### config.mk
export PLATFORM = sky130hd
export DESIGN_NAME = i2s_tx_sequencer
export DESIGN_NICKNAME = d
export VERILOG_FILES = /design/src/rtl/i2s_tx_sequencer.sv
export SDC_FILE = /design/constraint.sdc
export NUM_CORES = 1
export LEC_CHECK = 0
export ABC_CLOCK_PERIOD_IN_PS = 8000
export BUFFER_PORTS_ARGS = -buffer_cell sky130_fd_sc_hd__buf_2
export CORE_UTILIZATION = 60
export DETAILED_ROUTE_END_ITERATION = 16
export HOLD_SLACK_MARGIN = 0.1
export PLACE_DENSITY_LB_ADDON = 0.25
export SYNTH_ARGS = -nofsm -noshare
export SYNTH_HDL_FRONTEND = slang
export SYNTH_SLANG_ARGS = --single-unit
### constraint.sdc
create_clock -name clk -period 8 [get_ports clk]
set_input_delay 0.8 -clock clk [delete_from_list [all_inputs] [get_ports clk]]
set_output_delay 0.8 -clock clk [all_outputs]
set_load 0.03 [all_outputs]
### src/rtl/i2s_tx_sequencer.sv
// I2S transmit sequencer: sample FIFO plus a frame-aware bit scheduler.
// L/R words are popped at fixed slot positions; a short FIFO mutes the frame.
module i2s_tx_sequencer #(
    parameter int SAMPLE_W   = 24,
    parameter int SLOT_W     = 32,
    parameter int BCLK_DIV   = 4,
    parameter int FIFO_DEPTH = 4,
    parameter int LOW_WATER  = 1
) (
    input  logic                        clk,
    input  logic                        rst,
    input  logic                        enable,
    input  logic [SAMPLE_W-1:0]         in_data,
    input  logic                        in_valid,
    output logic                        in_ready,
    output logic                        bclk,
    output logic                        lr_clk,
    output logic                        serial,
    output logic [$clog2(FIFO_DEPTH):0] fifo_level,
    output logic                        irq,
    output logic                        underrun
);

    localparam int DIV_W = (BCLK_DIV > 1) ? $clog2(BCLK_DIV) : 1;
    localparam int BIT_W = $clog2(2 * SLOT_W);
    localparam int AW    = (FIFO_DEPTH > 1) ? $clog2(FIFO_DEPTH) : 1;
    localparam int LVL_W = $clog2(FIFO_DEPTH) + 1;

    localparam logic [DIV_W-1:0] DIV_LAST = DIV_W'(BCLK_DIV - 1);
    localparam logic [DIV_W-1:0] DIV_HALF = DIV_W'(BCLK_DIV / 2);
    localparam logic [BIT_W-1:0] BIT_LAST = BIT_W'(2 * SLOT_W - 1);
    localparam logic [BIT_W-1:0] BIT_R    = BIT_W'(SLOT_W);
    localparam logic [BIT_W-1:0] LR_LO    = BIT_W'(SLOT_W - 1);
    localparam logic [BIT_W-1:0] LR_HI    = BIT_W'(2 * SLOT_W - 2);
    localparam logic [BIT_W-1:0] L_LO     = BIT_W'(1);
    localparam logic [BIT_W-1:0] L_HI     = BIT_W'(SAMPLE_W);
    localparam logic [BIT_W-1:0] R_LO     = BIT_W'(SLOT_W + 1);
    localparam logic [BIT_W-1:0] R_HI     = BIT_W'(SLOT_W + SAMPLE_W);
    localparam logic [LVL_W-1:0] LVL_FULL = LVL_W'(FIFO_DEPTH);
    localparam logic [LVL_W-1:0] LVL_LOW  = LVL_W'(LOW_WATER);
    localparam logic [LVL_W-1:0] LVL_PAIR = LVL_W'(2);

    typedef enum logic {
        IDLE = 1'b0,
        RUN  = 1'b1
    } state_e;

    state_e               state_q, state_d;
    logic [DIV_W-1:0]     div_q, div_d;
    logic [BIT_W-1:0]     bit_q, bit_d;

    logic [SAMPLE_W-1:0]  mem_q [FIFO_DEPTH];
    logic [AW-1:0]        wptr_q, rptr_q;
    logic [LVL_W-1:0]     level_q, level_d;
    logic [SAMPLE_W-1:0]  sreg_q, sreg_d;
    logic                 live_q, live_d;
    logic                 bclk_q, bclk_d;
    logic                 lr_q, lr_d;
    logic                 ser_q, ser_d;
    logic                 irq_q, irq_d;
    logic                 under_q, under_d;

    logic                 run;
    logic                 wrap;
    logic                 fetch_l;
    logic                 fetch_r;
    logic                 can_l;
    logic                 push;
    logic                 pop;
    logic                 data_bit;
    logic [SAMPLE_W-1:0]  fifo_rd;

    assign run      = (state_q == RUN);
    assign wrap     = run && (div_q == DIV_LAST);
    assign fetch_l  = run && (div_q == '0) && (bit_q == '0);
    assign fetch_r  = run && (div_q == '0) && (bit_q == BIT_R);
    assign can_l    = (level_q >= LVL_PAIR);
    assign in_ready = (level_q < LVL_FULL);
    assign push     = in_valid && in_ready;
    assign pop      = (fetch_l && can_l) || (fetch_r && live_q);
    assign fifo_rd  = mem_q[rptr_q];
    assign level_d  = level_q + LVL_W'(push) - LVL_W'(pop);

    // Bit positions that carry sample data, judged on the upcoming bit.
    assign data_bit = ((bit_d >= L_LO) && (bit_d <= L_HI)) ||
                      ((bit_d >= R_LO) && (bit_d <= R_HI));

    always_ff @(posedge clk) begin
        if (rst) begin
            state_q <= IDLE;
            div_q   <= '0;
            bit_q   <= '0;
        end else begin
            state_q <= state_d;
            div_q   <= div_d;
            bit_q   <= bit_d;
        end
    end

    always_comb begin
        state_d = state_q;
        div_d   = div_q;
        bit_d   = bit_q;
        unique case (state_q)
            IDLE: begin
                div_d = '0;
                bit_d = '0;
                if (enable) begin
                    state_d = RUN;
                end
            end
            RUN: begin
                if (div_q == DIV_LAST) begin
                    div_d = '0;
                    if (bit_q == BIT_LAST) begin
                        bit_d = '0;
                        if (!enable) begin
                            state_d = IDLE;
                        end
                    end else begin
                        bit_d = bit_q + BIT_W'(1);
                    end
                end else begin
                    div_d = div_q + DIV_W'(1);
                end
            end
            default: begin
                state_d = IDLE;
            end
        endcase
    end

    always_comb begin
        bclk_d  = (state_d == RUN) && (div_d >= DIV_HALF);
        lr_d    = (state_d == RUN) && (bit_d >= LR_LO) && (bit_d <= LR_HI);
        irq_d   = run && (level_q <= LVL_LOW);
        ser_d   = ser_q;
        sreg_d  = sreg_q;
        live_d  = live_q;
        under_d = under_q;

        if (state_d != RUN) begin
            ser_d = 1'b0;
        end else if (wrap) begin
            ser_d = data_bit ? sreg_q[SAMPLE_W-1] : 1'b0;
        end

        if (fetch_l) begin
            sreg_d = can_l ? fifo_rd : '0;
            live_d = can_l;
            if (!can_l) begin
                under_d = 1'b1;
            end
        end else if (fetch_r) begin
            sreg_d = live_q ? fifo_rd : '0;
        end else if (wrap && data_bit) begin
            sreg_d = {sreg_q[SAMPLE_W-2:0], 1'b0};
        end

        if (!run && enable) begin
            under_d = 1'b0;
        end
    end

    always_ff @(posedge clk) begin
        if (rst) begin
            wptr_q  <= '0;
            rptr_q  <= '0;
            level_q <= '0;
            sreg_q  <= '0;
            live_q  <= 1'b0;
            bclk_q  <= 1'b0;
            lr_q    <= 1'b0;
            ser_q   <= 1'b0;
            irq_q   <= 1'b0;
            under_q <= 1'b0;
        end else begin
            if (push) begin
                wptr_q <= wptr_q + AW'(1);
            end
            if (pop) begin
                rptr_q <= rptr_q + AW'(1);
            end
            level_q <= level_d;
            sreg_q  <= sreg_d;
            live_q  <= live_d;
            bclk_q  <= bclk_d;
            lr_q    <= lr_d;
            ser_q   <= ser_d;
            irq_q   <= irq_d;
            under_q <= under_d;
        end
    end

    // Storage needs no reset; pointers and level define what is valid.
    always_ff @(posedge clk) begin
        if (push) begin
            mem_q[wptr_q] <= in_data;
        end
    end

    assign bclk       = bclk_q;
    assign lr_clk     = lr_q;
    assign serial     = ser_q;
    assign fifo_level = level_q;
    assign irq        = irq_q;
    assign underrun   = under_q;

endmodule

==> reports/qor.csv, run 1 <==
metric,value,unit
status,finished clean,
place_congestion,0.862,
holdPathStages,1,
tightestPinTransition,1030,ps
wirelength,10.9,mm
nets,514,
pwr-share-seq,0.456,
syn_nets,479,
pwr-share-comb,0.166,
fin_setup_tns,0,ps
p_switching,536,uW
vias,3550,
drive_gt1_frac,0.267,
io_pins,37,
fin_util,0.714,
syn_inst,438,
ir_worst_vdd,0.000171,V
finalSetupViolations,0,
yosys.area.top_type_share,0.462,
syn_area,0.00624,mm2
cp.required,8370,ps
layout_commonest_cell,edfxtp_1,
yosysSeqAreaShare,0.616,
drt-pass1-iter-count,4,
internal_power,1430,uW
antenna_cells,0,
async_flop_share,0,
clk_latency,520,ps
ff_latch_area,0.00384,mm2
rsz0062_at_grt,false,
critPathKind,register to register,
yosys_warnings,0,
power,1960,uW
finalHoldViolCount,0,
cts.sinks,144,
ys_ff_latch,144,
reg2reg_depth,11,
yosysTopAreaCell,edfxtp_1,
hold_path_class,register to register,
dr.first_iter.drc_count,223,
worstPathArrival,3500,ps
track_usage,0.221,
antenna_found_initial,0,
synth_cell_type_count,52,
switching_share,0.273,
hpwl,6.56,mm
hold_slack,461,ps
synth_edf_count,96,
area_delta_synth_final,13.3,%
placed_area,0.00651,mm2
tritoncts,done,
grt_max_degree,61,
wl_met3,376,um
maxSlewHeadroom,0.315,
power.leakage,0.00252,uW
design_area,0.00707,mm2
path_clk_slew,60,ps
fillers,668,
route.met2.wl,5.79,mm
vias_per_cell,5.74,
cts-hold-fix-buffers,0,
maxCapViolations,0,
ys_top_cells_by_area,"edfxtp_1, dfxtp_1, mux4_2, mux2_4, or3b_1",
cts_buffer_depth,2,
core_region_area,0.00991,mm2
ant_nets,0,
mostFrequentLayoutCells,"edfxtp_1, dfxtp_1, buf_2, nand2_1, nor2b_1",
start_util,0.630,
detail_route.wl_per_cell,17.7,um
cts_buffers,17,
skew,7.59,ps
synth_flop_cell,edfxtp_1,
clock-root-buffer,clkbuf_8,
grt_pass1_wl,18.2,mm
dieHeight,104,um
avgSynthCellArea,14.3,um2
worst_setup_path_start_kind,register,
ctsResizeCount,0,
dieArea,0.0108,mm2
routed.top_layer,met4,
cp_max_fo,51,
slew_violations,0,
grt_remaining_overflow,0,
die_w,104,um
drc_errors,0,
fin_crit_sh,0.392,
pwr-share-clk,0.378,
first_global_vias,3681,
post-route-min-period,3130,ps
htree_levels,4,
row_count,36,
multiInputGateArea,0.00219,mm2
wl_met1,4.58,mm
p_per_area,277,mW/mm2
cp-end-kind,register,
io_buffers,36,
post_cts_buffers,0,
fmax,319,MHz
[metrics by stage]
step	instances	setup WS, ps
2_1_floorplan	438	5200
3_3_place_gp	587	5070
3_5_place_dp	587	4900
4_1_cts	619	4890
5_1_grt	619	4690
6_report	619	4870
[power by group through the flow]
stage / clock network (uW) / logic (uW) / registers [uW]
floorplan: 0 / 230 / 910
global placement: 0 / 315 / 906
detailed placement: 0 / 328 / 910
CTS: 754 / 332 / 896
global route: 780 / 358 / 902
finish: 741 / 326 / 894
[cells by family (layout without fill, tap and decap cells)]
group,Yosys count,after routing,synth area share
flops,144,144,0.616
simple gates,131,131,0.119
mux,51,51,0.146
compound gates,47,47,0.0501
buf+inv,46,94,0.0333
fa+ha+maj,13,13,0.0272
xor+xnor,6,6,0.00842
[layer usage]
metal | track usage | vias to the layer above
li1 | - | 1693
met1 | 0.266 | 1765
met2 | 0.374 | 75
met3 | 0.0482 | 17
met4 | 0.114 | 0
met5 | 0 | -
[critical path, stage by stage (launching register included)]
cell and delay, ps:
dfxtp_1 560, or4b_1 490, or2_1 220, buf_4 270, nor2_1 270, ha_1 280
inv_1 60, ha_1 130, inv_1 50, fa_1 390, xnor2_1 190, nor2_1 50
[layout make-up]
cell class / count / share of cell area
clock inverters: 15 / 0.0210
well taps: 133 / 0.0235
flip-flops and latches: 144 / 0.543
multi-input cells: 248 / 0.310
clock buffers: 17 / 0.0585
inverters: 18 / 0.00955
repair buffers: 44 / 0.0340
[cells in the mapped netlist (2+ instances only)]
master,number
o2111ai_1,2
or2_2,2
o31ai_1,2
nand4_1,3
or3b_1,21
o211ai_1,2
mux2_2,6
a21oi_1,24
dfxtp_1,48
o21ai_0,3
and2_1,5
mux2_4,19
nor2b_1,25
nor2_1,19
ha_1,12
xnor2_1,5
clkbuf_1,17
buf_6,4
nand2b_1,3
nor3_1,7
edfxtp_1,96
nand2_1,32
mux2i_1,2
nand3_1,6
mux4_2,24
inv_1,18
buf_2,4
buf_1,3
[path summary, 6_finish.rpt]
| path | from | endpoint | slack (ps) |
|---|---|---|---|
| max | run | fifo_level[2] | 4870 |
| min | div_q[0] | div_q[0] | 460 |
| max reg2reg | run | fifo_level[2] | 4870 |
| min reg2reg | div_q[0] | div_q[0] | 460 |
[state kept, by name, indices dropped and copies added (netlist names), 2 cells and up, named ones only]
register and cells:
mem_q 96, sreg_q 24, bit_q 6, fifo_level 3
div_q 2, rptr_q 2, wptr_q 2
No activity file was read; power rests on OpenSTA's default activity.
==> run 2: changes to the inputs <==
--- a/config.mk
+++ b/config.mk
@@ -5,7 +5,7 @@
 export SDC_FILE = /design/constraint.sdc
 export NUM_CORES = 1
 export LEC_CHECK = 0
-export ABC_CLOCK_PERIOD_IN_PS = 8000
+export ABC_CLOCK_PERIOD_IN_PS = 3100
 export BUFFER_PORTS_ARGS = -buffer_cell sky130_fd_sc_hd__buf_2
 export CORE_UTILIZATION = 60
 export DETAILED_ROUTE_END_ITERATION = 16
==> constraint.sdc (replaced) <==
create_clock -name clk -period 3.1 [get_ports clk]
set_input_delay 0.31 -clock clk [delete_from_list [all_inputs] [get_ports clk]]
set_output_delay 0.31 -clock clk [all_outputs]
set_load 0.03 [all_outputs]
==> run 2 against run 1 <==
  * Sequential share of layout area shrank 2.1 points
  * Non-clock buffer count grew 26
  * Routed wire length grew 9.6%
  * Via count grew 3.1%
  * Sequential power grew to 2.6 times the previous value
  * Global-route usage grew 1.9 points
  * Utilization grew 2.9 points
  * Cell count grew 4.0%
  * Power grew to 2.7 times the previous value
  * Clock skew shrank 1.5 ps
  * Count of clock-buffer cells in the layout is the same
  * Critical path type unchanged
==> reports/qor.csv, run 2 (synthesis gave the netlist of run 1 again) <==
metric,value,unit
dr.first_iter.drc_count,228,
die_w,104,um
stdcell_count,644,
cts_buffers,17,
dieArea,0.0108,mm2
layout_commonest_cell,edfxtp_1,
slew_violations,0,
p_per_area,707,mW/mm2
ctsResizeCount,0,
fin_ws,365,ps
io_buffers,36,
row_count,36,
ir_worst_vdd,0.000464,V
cp.required,3510,ps
reg_top3,"mem_q (96), sreg_q (24), bit_q (6)",
drive_gt1_frac,0.258,
maxSlewHeadroom,0.583,
grt_remaining_overflow,0,
post_cts_buffers,0,
fin_crit_sh,0.882,
power.leakage,0.00264,uW
place_congestion,0.854,
cts.sinks,144,
holdPathStages,3,
mostFrequentLayoutCells,"edfxtp_1, dfxtp_1, buf_2, nand2_1, nor2b_1",
largest-register,mem_q,
fin_util,0.743,
cp_max_fo,23,
antenna_found_initial,0,
cp-end-kind,register,
grt_pass1_wl,19.5,mm
maxCapViolations,0,
hold_path_class,input port to register,
status,finished clean,
detail_route.wl_per_cell,18.6,um
tightestPinTransition,610,ps
worst_setup_path_start_kind,register,
post-route-min-period,2740,ps
first_global_vias,3964,
largest_reg_flops,96,
skew,6.09,ps
hpwl,6.74,mm
grt_max_degree,51,
fmax,366,MHz
path_clk_slew,60,ps
finalHoldViolCount,0,
start_util,0.630,
reg2reg_depth,6,
core_region_area,0.00991,mm2
track_usage,0.240,
finalSetupViolations,0,
critPathKind,register to register,
vias,3659,
clk_latency,520,ps
vias_per_cell,5.68,
clock-root-buffer,clkbuf_8,
tritoncts,done,
fin_setup_tns,0,ps
io_pins,37,
dp_slack,403,ps
dieHeight,104,um
drc_errors,0,
cts_buffer_depth,2,
cts-hold-fix-buffers,24,
htree_levels,4,
antenna_cells,0,
worstPathArrival,3150,ps
nets,540,
rsz0062_at_grt,false,
dp.cells,589,
drt-pass1-iter-count,4,
ant_nets,0,
area_delta_synth_final,17.9,%
wirelength,12.0,mm
==> run 2: layer usage <==
layer / track usage / share of wire / vias to the layer above
met5: 0 / 0 / -
met4: 0.101 / 0.014 / 0
met3: 0.0614 / 0.039 / 14
met2: 0.416 / 0.53 / 80
met1: 0.285 / 0.42 / 1825
li1: - / - / 1740
==> run 2: layout make-up <==
type	count	area, um2
flip-flops and latches	144	3840
clock inverters	14	166
well taps	133	166
clock buffers	17	414
multi-input cells	248	2190
fillers	644	2550
inverters	18	67.6
repair buffers	70	508
==> run 2: stage by stage <==
| step | area, um2 | total power (uW) | hold slack (ps) |
|---|---|---|---|
| 4_1_cts | 7360 | 5230 | 178 |
| 3_3_place_gp | 6540 | 3180 | 436 |
| 3_5_place_dp | 6540 | 3200 | 467 |
| 5_1_grt | 7360 | 5400 | 205 |
| 2_1_floorplan | 6240 | 2940 | 409 |
| 6_report | 7360 | 5200 | 194 |
==> run 2: worst paths after layout <==
kind / start / end / slack, ps
max: div_q[0] / sreg_q[23] / 360
min: enable / underrun / 190
max reg2reg: div_q[0] / sreg_q[23] / 360
min reg2reg: div_q[0] / div_q[0] / 470
==> run 2: power breakdown <==
group	switching [uW]	internal, uW	total [uW]
sequential	81.4	2220	2300
clock	842	1170	2010
combinational	495	395	890
==> run 2: critical path, cell delays in order, from the launching register on <==
cell      delay [ps]
dfxtp_1          360
ha_1             560
nand4_1          190
mux2_2           340
a211oi_1         330
a211o_4          450
mux2_2           380
